===== src/rtl/crc_serial_param.sv =====
// Bit-serial CRC generator: echoes message bits MSB-first, then appends the CRC_W-bit CRC.
// Three-state FSM (IDLE, COMPUTE, FLUSH) with a registered output stream and a done pulse.
module crc_serial_param #(
  parameter int unsigned       CRC_W  = 16,
  parameter logic [CRC_W-1:0]  POLY   = 16'h8005,
  parameter logic [CRC_W-1:0]  INIT   = '0,
  parameter logic [CRC_W-1:0]  XOROUT = '0
) (
  input  logic clk,
  input  logic rst,
  input  logic start,
  input  logic abort,
  input  logic din,
  input  logic din_valid,
  input  logic din_last,
  output logic din_ready,
  output logic dout,
  output logic dout_valid,
  output logic done,
  output logic busy
);

  localparam int unsigned CNT_W = $clog2(CRC_W + 1);

  localparam logic [1:0] IDLE    = 2'd0;
  localparam logic [1:0] COMPUTE = 2'd1;
  localparam logic [1:0] FLUSH   = 2'd2;

  localparam logic [CNT_W-1:0] CNT_LAST = CNT_W'(CRC_W - 1);

  logic [1:0]       state_q, state_d;
  logic [CRC_W-1:0] crc_q, crc_d;
  logic [CRC_W-1:0] sh_q, sh_d;
  logic [CNT_W-1:0] cnt_q, cnt_d;
  logic             dout_q, dout_d;
  logic             dout_valid_q, dout_valid_d;
  logic             done_q, done_d;

  logic             fb;
  logic [CRC_W-1:0] crc_step;

  // One LFSR step for the incoming bit; only committed when the bit is accepted.
  assign fb       = crc_q[CRC_W-1] ^ din;
  assign crc_step = {crc_q[CRC_W-2:0], 1'b0} ^ (fb ? POLY : '0);

  always_comb begin
    state_d      = state_q;
    crc_d        = crc_q;
    sh_d         = sh_q;
    cnt_d        = cnt_q;
    dout_d       = dout_q;
    dout_valid_d = 1'b0;
    done_d       = 1'b0;

    case (state_q)
      IDLE: begin
        crc_d = INIT;
        if (start && !abort) begin
          state_d = COMPUTE;
        end
      end

      COMPUTE: begin
        if (abort) begin
          state_d = IDLE;
        end else if (din_valid) begin
          crc_d        = crc_step;
          dout_d       = din;
          dout_valid_d = 1'b1;
          if (din_last) begin
            state_d = FLUSH;
            sh_d    = crc_step ^ XOROUT;
            cnt_d   = '0;
          end
        end
      end

      FLUSH: begin
        if (abort) begin
          state_d = IDLE;
        end else begin
          dout_d       = sh_q[CRC_W-1];
          dout_valid_d = 1'b1;
          sh_d         = {sh_q[CRC_W-2:0], 1'b0};
          cnt_d        = cnt_q + CNT_W'(1);
          if (cnt_q == CNT_LAST) begin
            done_d  = 1'b1;
            state_d = IDLE;
          end
        end
      end

      default: begin
        state_d = IDLE;
      end
    endcase
  end

  always_ff @(posedge clk or posedge rst) begin
    if (rst) begin
      state_q      <= IDLE;
      crc_q        <= INIT;
      sh_q         <= '0;
      cnt_q        <= '0;
      dout_q       <= 1'b0;
      dout_valid_q <= 1'b0;
      done_q       <= 1'b0;
    end else begin
      state_q      <= state_d;
      crc_q        <= crc_d;
      sh_q         <= sh_d;
      cnt_q        <= cnt_d;
      dout_q       <= dout_d;
      dout_valid_q <= dout_valid_d;
      done_q       <= done_d;
    end
  end

  assign din_ready  = (state_q == COMPUTE);
  assign busy       = (state_q == COMPUTE) || (state_q == FLUSH);
  assign dout       = dout_q;
  assign dout_valid = dout_valid_q;
  assign done       = done_q;

endmodule

===== config.mk =====
export PLATFORM = sky130hd
export DESIGN_NAME = crc_serial_param
export DESIGN_NICKNAME = d
export VERILOG_FILES = /design/src/rtl/crc_serial_param.sv
export SDC_FILE = /design/constraint.sdc
export NUM_CORES = 1
export LEC_CHECK = 0
export BUFFER_PORTS_ARGS = -buffer_cell sky130_fd_sc_hd__clkbuf_2
export CORE_MARGIN = 10
export CORE_UTILIZATION = 55
export DETAILED_ROUTE_END_ITERATION = 7
export GPL_ROUTABILITY_DRIVEN = 0
export PLACE_DENSITY = 0.81
export SYNTH_ARGS = -nofsm -noshare
export SYNTH_HDL_FRONTEND = slang
export SYNTH_SLANG_ARGS = --single-unit

===== constraint.sdc =====
create_clock -name clk -period 4 [get_ports clk]
set_clock_uncertainty 0.15 [all_clocks]
set_input_delay 0 -clock clk [delete_from_list [all_inputs] [get_ports clk]]
set_output_delay 0 -clock clk [all_outputs]
set_load 0.03 [all_outputs]

# Word-level counts from Yosys, hierarchy flattened
# Index checks and enable logic that the tools add are counted.
totals:
  elab_cells: 63
  register_bits: 42
  out_inout_bits: 5
  in_bits: 7
op_classes:
  add_sub_neg: 1
  reduce_logical: 10
  n_eq_ne: 11
  n_bitwise: 2
  mux: 32
ops:
  columns: ["operator", "n"]
  rows:
  - ["two-way mux 16 bit", 7]
  - ["case mux 16 bit (2 select lines)", 2]
  - ["two-way mux 5 bit", 4]
  - ["XOR 16 bit", 1]
  - ["two-way mux 2 bit", 6]
  - ["!= test 2 bit (second input constant)", 5]
  - ["case mux 5 bit (2 select lines)", 1]
  - ["two-way mux 1 bit", 9]
  - ["!= test 3 bit (second input constant)", 3]
  - ["AND reduction 4 bit", 2]
  - ["case mux 2 bit (3 select lines)", 1]
  - ["adder 5 x 1 -> 5 bit (second input constant)", 1]
  - ["equality test 5 x 4 -> 1 bit (second input constant)", 1]
  - ["AND reduction 5 bit", 1]
  - ["case mux 1 bit (2 select lines)", 2]
  - ["nonzero test 2 bit", 2]
  - ["AND reduction 3 bit", 1]
  - ["equality test 2 x 1 -> 1 bit (second input constant)", 1]
  - ["equality test 2 bit (second input constant)", 1]
  - ["logical NOT 2 bit", 1]
  - ["logical AND 1 bit", 1]
  - ["logical NOT 1 bit", 1]
  - ["logical OR 1 bit", 1]
  - ["XOR 1 bit", 1]

# Depth between registers and ports, before layout
logic_depth:
  word_depth: 7
  mapped_depth: 8
  mapped_depth_nobuf: 6

# Worst setup path after synthesis
# OpenSTA, ideal clock, no wires.
synth_timing:
  path_type: "reg-to-reg"
  start: "register state_q[0]"
  end: "register sh_q[15]"
  n_path_buf: 3
  path_slack_ns: 1.786
  t_arrival_ns: 1.938
  setup_ns: 0.126
  required_time_ns: 3.724
  path_stages_with_launch: 8
  period_less_slack_ns: 2.214
  path_cell_list: "dfrtp_1 > ha_1 > buf_6 > or3b_1 > buf_2 > and2_4 > buf_6 > a221o_1"
synth_via:
  elab_chain_cells: 3
  word_cells_on_any_way: 9
  cone_classes: "eq/ne (6); mux (1); reduce/logical (2)"
synth_rtl:
  columns: ["element", "line_no", "source"]
  rows:
  - ["start: declaration", "31", "logic [1:0] state_q, state_d;"]
  - ["start signal: assignment", "109", "state_q <= state_d;"]
  - ["equality test 2 x 1 -> 1 bit (*)", null, null]
  - ["via din_ready", "16", "output logic din_ready,"]
  - ["!= test 2 bit (no source line) / nonzero test 2 bit (equally long branches)", null, null]
  - ["AND reduction 5 bit (no source line)", null, null]
  - ["end signal: assignment", "103", "sh_q <= '0;"]
  - ["end signal: assignment", "111", "sh_q <= sh_d;"]
  - ["end: declaration", "33", "logic [CRC_W-1:0] sh_q, sh_d;"]
# The timed path passes the listed nets; every way through them passes the cells marked *.
# A chain may end at the register's enable or synchronous reset.

# Worst setup path after layout
layout_timing:
  start: "register state_q[1]"
  end: "register crc_q[0]"
layout_via:
  elab_chain_cells: 3
  word_cells_on_any_way: 7
  cone_classes: "eq/ne (3); mux (1); reduce/logical (3)"
layout_rtl:
  columns: ["element", "line_no", "source"]
  rows:
  - ["equality test 2 x 1 -> 1 bit / logical NOT 2 bit (equally long branches)", "55", "case (state_q)"]
  - ["!= test 2 bit (no source line) / nonzero test 2 bit (equally long branches)", null, null]
  - ["AND reduction 3 bit (no source line)", null, null]
  - ["end signal: assignment", "110", "crc_q <= crc_d;"]
  - ["end: declaration", "32", "logic [CRC_W-1:0] crc_q, crc_d;"]
# Parallel ways exist; a longest one is shown, timed or not.

==> results by stage <==
Clock tree:
- The number of H-tree branching levels is 2.
- The number of clock sinks is 42.
- The number of clock buffers added by TritonCTS is 5.
- Counting along the longest clock path gives a buffer depth of 2.
- The number of buffers inserted to repair setup after CTS is 0.
- The TritonCTS clock tree is done.
- The tree is rooted in a sky130_fd_sc_hd__clkbuf_4.
- The register clock-pin slew on the reported worst setup and hold paths is 110 ps.
- The latest clock arrival within the worst-skew pair is 330 ps.
- Hold repair after CTS inserted 7 buffers.
- The post-cts repair resize count is 0.

Yosys:
- After technology mapping, the gate count stands at 161.
- In this run the mean area of a mapped cell was 12.1 um2.
- The area fraction in compound gates after synthesis is 0.216.
- After synthesis, the largest family of logic cells by area is compound AO/OA/AOI/OAI gates.
- After synthesis, the share of cell area in mux cells is 0.0212.
- During synthesis, Yosys emitted a total of 0 warnings.
- Of the total synthesized cell area, the portion taken by XOR and XNOR cells is 0.0135.
- Summing every instance area after synthesis gives 1940 um2.
- The cell taking the most area after synthesis is sky130_fd_sc_hd__dfrtp_1.
- The share of synthesized area in the top cell type comes to 0.541.
- The adder and majority cell fraction of the synthesized area is 0.0322.
- The number of storage elements in the synthesis netlist is 42.
- Ranked by total cell area, the synthesized netlist is headed by sky130_fd_sc_hd__dfrtp_1, sky130_fd_sc_hd__o221a_2, sky130_fd_sc_hd__a22o_1.
- The number of different library cells used by synthesis comes to 39.
- Of the synthesized area, sequential elements account for 0.541.
- Of the total synthesized cell area, the portion taken by AND, OR, NAND and NOR gates is 0.122.
- Counting every net in the synthesized netlist gives 173.

Critical path:
- Along the worst path, the maximum fanout reaches 16.
- The largest individual stage delay along the critical path comes from the cell sky130_fd_sc_hd__and3b_1.
- The cell class contributing the biggest share of worst-path delay is buffers and inverters.
- STA classifies the critical path endpoint as a flip-flop.
- The required time reported for the critical path endpoint is 4080 ps.
- The signal arrival time at the worst endpoint is 2780 ps.
- By startpoint and endpoint, the worst setup path is classified as reg2reg.
- The buffers plus inverters on the worst setup path is 2.
- The sort of element at the start of the critical path is a flip-flop.
- The critical path's largest stage delay is 590 ps.
- The critical path goes through inv_1, ha_1, and3b_1, a21oi_2, o2bb2ai_1, dlygate4sd3_1.

Power and ir drop:
- The portion of total power attributed to the clock network is 0.137.
- The static leakage is 0.951 nW.
- Of the total power, the share spent switching nets is 0.373.
- The sequential share of power is 0.470.
- The switching power total is 0.000517 W.
- The power per cell area is 661 nW/um2.
- The cell-internal power is 0.000870 W.
- IR analysis of the VDD net gives a maximum drop of 0.441 mV.
- The relative contribution of combinational cells to total power is 0.393.

Finish:
- The filler cell count in the final layout is 286.
- The number of antenna diodes in the final layout is 0.
- With fillers left out, the area of the finished cells amounts to 2100 um2.
- The layout net count is 185.
- The area growth from synthesis to layout is 8.04%.
- The final cell count without fillers is 219.
- The core utilization of the finished layout is 0.625.
- In the final layout, the share of cells above drive strength 1 is 0.197.

Die:
- The total area inside the core boundary comes to 3360 um2.
- The y dimension of the die is 79.5 um.
- The effective utilization at floorplan is 0.578.
- Measured along the x axis, the die boundary spans 79.5 um.
- The standard-cell row count is 21.
- The die covers 6310 um2.
- During I/O placement, the number of pins put on the boundary was 12.

Global route:
- Across every metal layer, demand over resource in global routing totals 0.123.
- The largest net degree at the start of global routing is 43.
- The met2 capacity usage during global routing is 0.170.
- The initial antenna violation count is 0.
- The sum of overflow across all layers after global routing is 0.
- The first-pass GRT wire length is 6340 um.
- The routing usage on met3 is 0.0428.
- The via count of the first global-routing pass was 1248.
- The met1 global-route usage is 0.176.
- met1 is the most crowded layer.

STA:
- Setup violations remaining at the end of the flow were counted as 0.
- The max-slew violation count was 0.
- The hold violation total from the final report came to 0.
- The highest achievable clock rate is 369 MHz.
- The transition time of the tightest slew-check pin is 714 ps.
- The final cycle utilization of the critical path is 0.677.
- Summed over all failing endpoints, the final setup total negative slack is 0 ps.
- Setup repair after global routing left no endpoint under its margin.
- The worst hold-check slack is 69.7 ps.
- The shortest clock period the worst path allows after layout is 2710 ps.
- The worst pin sits at a relative slew slack of 0.524.

Placed design:
- Once placement finished, the instance area stood at 1980 um2.
- The placed wire-length estimate after detailed placement is 2420 um.
- The number of buffer cells added on primary ports is 11.
- Including well taps, the total number of placed cells is 205.

Run status:
- The flow ran to the end, and the final reports show no timing, DRC or antenna violations.

Job:
- The number of max-cap violations is 0.

Drt:
- The final routed DRC violation total is 0.
- The per-cell via count in the routed design is 6.04.
- The total via count after detailed routing is 1322.
- The number of detailed-route iterations in the first pass is 4.
- Once detail routing completed, the nets flagged for antenna violations numbered 0.
- The final wirelength is 3650 um.
- Dividing the detail-routed wire length by the instance count gives 16.6 um.
- The DRC violation total after the first TritonRoute iteration is 123.

Hold path:
- The min-delay analysis places its worst path in the category in2reg.
layout make-up:
class,instances,area [um2],area share
clock buffers,5,37.5,0.0179
clock inverters,2,10.0,0.00476
multi-input cells,98,786,0.374
repair buffers,19,133,0.0631
well taps,46,57.6,0.0274
inverters,7,26.3,0.0125
flip-flops and latches,42,1050,0.500
registers in the layout, summed over array words and instances (netlist names):
register and cells:
dout_valid 1, state_q 2, dout 1, crc_q 16, sh_q 16, cnt_q 5
done 1
cells in the mapped netlist (all sizes together):
cell     count
a211o        1
a211oi       1
a21boi       2
a21o         1
a21oi        3
a221o        2
a221oi       2
a22o        15
and2         1
and3         2
and3b        1
buf          8
clkbuf       6
dfrtp       42
ha           5
inv          7
mux2         1
mux2i        3
nand2        2
nand2b       3
nand3        4
nand3b       3
nand4b       1
nor2         1
nor3         4
nor3b        2
o211ai       1
o21ai        4
o21bai       1
o221a       12
o22ai        1
o2bb2ai      1
o31ai        1
or2          1
or3         12
or3b         1
xnor2        3
worst min-delay path: stages:
cell	delay (ps)
sky130_fd_sc_hd__clkbuf_2	110
sky130_fd_sc_hd__xnor2_1	140
sky130_fd_sc_hd__nor3_1	170
sky130_fd_sc_hd__a21o_1	100
metal layers:
layer / up-vias / share of wire / wire length (um)
li1: 632 / - / -
met1: 658 / 0.50 / 1810
met2: 28 / 0.44 / 1620
met3: 4 / 0.051 / 185
met4: 0 / 0.0091 / 33
met5: - / 0 / 0
placed cells by master (no fill, tap or decap), types with 2 or more instances in the layout:
master                          instances
sky130_fd_sc_hd__dlygate4sd3_1          7
sky130_fd_sc_hd__inv_1                  7
sky130_fd_sc_hd__a221oi_1               2
sky130_fd_sc_hd__dfrtp_1               42
sky130_fd_sc_hd__clkbuf_2              11
sky130_fd_sc_hd__nand3b_1               3
sky130_fd_sc_hd__nand2b_1               3
sky130_fd_sc_hd__ha_1                   5
sky130_fd_sc_hd__nand3_1                4
sky130_fd_sc_hd__xnor2_1                3
sky130_fd_sc_hd__and3_1                 2
sky130_fd_sc_hd__clkbuf_4               5
sky130_fd_sc_hd__a221o_1                2
sky130_fd_sc_hd__o221a_2               12
sky130_fd_sc_hd__clkinv_2               2
sky130_fd_sc_hd__nor3_1                 4
sky130_fd_sc_hd__o21ai_0                4
sky130_fd_sc_hd__nor3b_1                2
sky130_fd_sc_hd__a21oi_1                2
sky130_fd_sc_hd__or3_1                 12
sky130_fd_sc_hd__a21boi_0               2
sky130_fd_sc_hd__mux2i_1                3
sky130_fd_sc_hd__nand2_1                2
sky130_fd_sc_hd__a22o_1                15
metrics by stage:
| step | setup WS [ps] | power (W) |
|---|---|---|
| global route | 1100 | 0.00149 |
| CTS | 1330 | 0.00139 |
| detailed placement | 1470 | 0.00118 |
| floorplan | 1790 | 0.00109 |
| finish | 1290 | 0.00139 |
| global placement | 1560 | 0.00116 |
cell families after synthesis:
family / count (synthesis)
buffers and inverters: 21
AO/OA/AOI/OAI: 48
AND/OR/NAND/NOR: 38
flip-flops: 42
multiplexers: 4
adder cells (fa/ha/maj): 5
XOR/XNOR: 3
path summary, 6_finish.rpt:
| check | cells after the start | end | slack [ps] | from |
|---|---|---|---|---|
| setup reg to reg | 6 | crc_q[0] | 1290 | state_q[1] |
| min in group asynchronous | 4 | crc_q[15] | 160 | rst |
| hold / removal | 4 | sh_q[0] | 70 | din |
| hold reg to reg | 1 | sh_q[0] | 350 | sh_q[0] |
| max in group asynchronous | 4 | sh_q[10] | 3200 | rst |
| setup / recovery | 6 | crc_q[0] | 1290 | state_q[1] |
power by group through the flow:
stage                     Sequential (W)  Clock, W  Combinational, W
after floorplan                 0.000642         0          0.000449
after global placement          0.000651         0          0.000505
after detailed placement        0.000659         0          0.000524
after CTS                       0.000650  0.000194          0.000542
after global routing            0.000670  0.000217          0.000604
final                           0.000652  0.000190          0.000545
No activity file was read; power rests on OpenSTA's default activity.
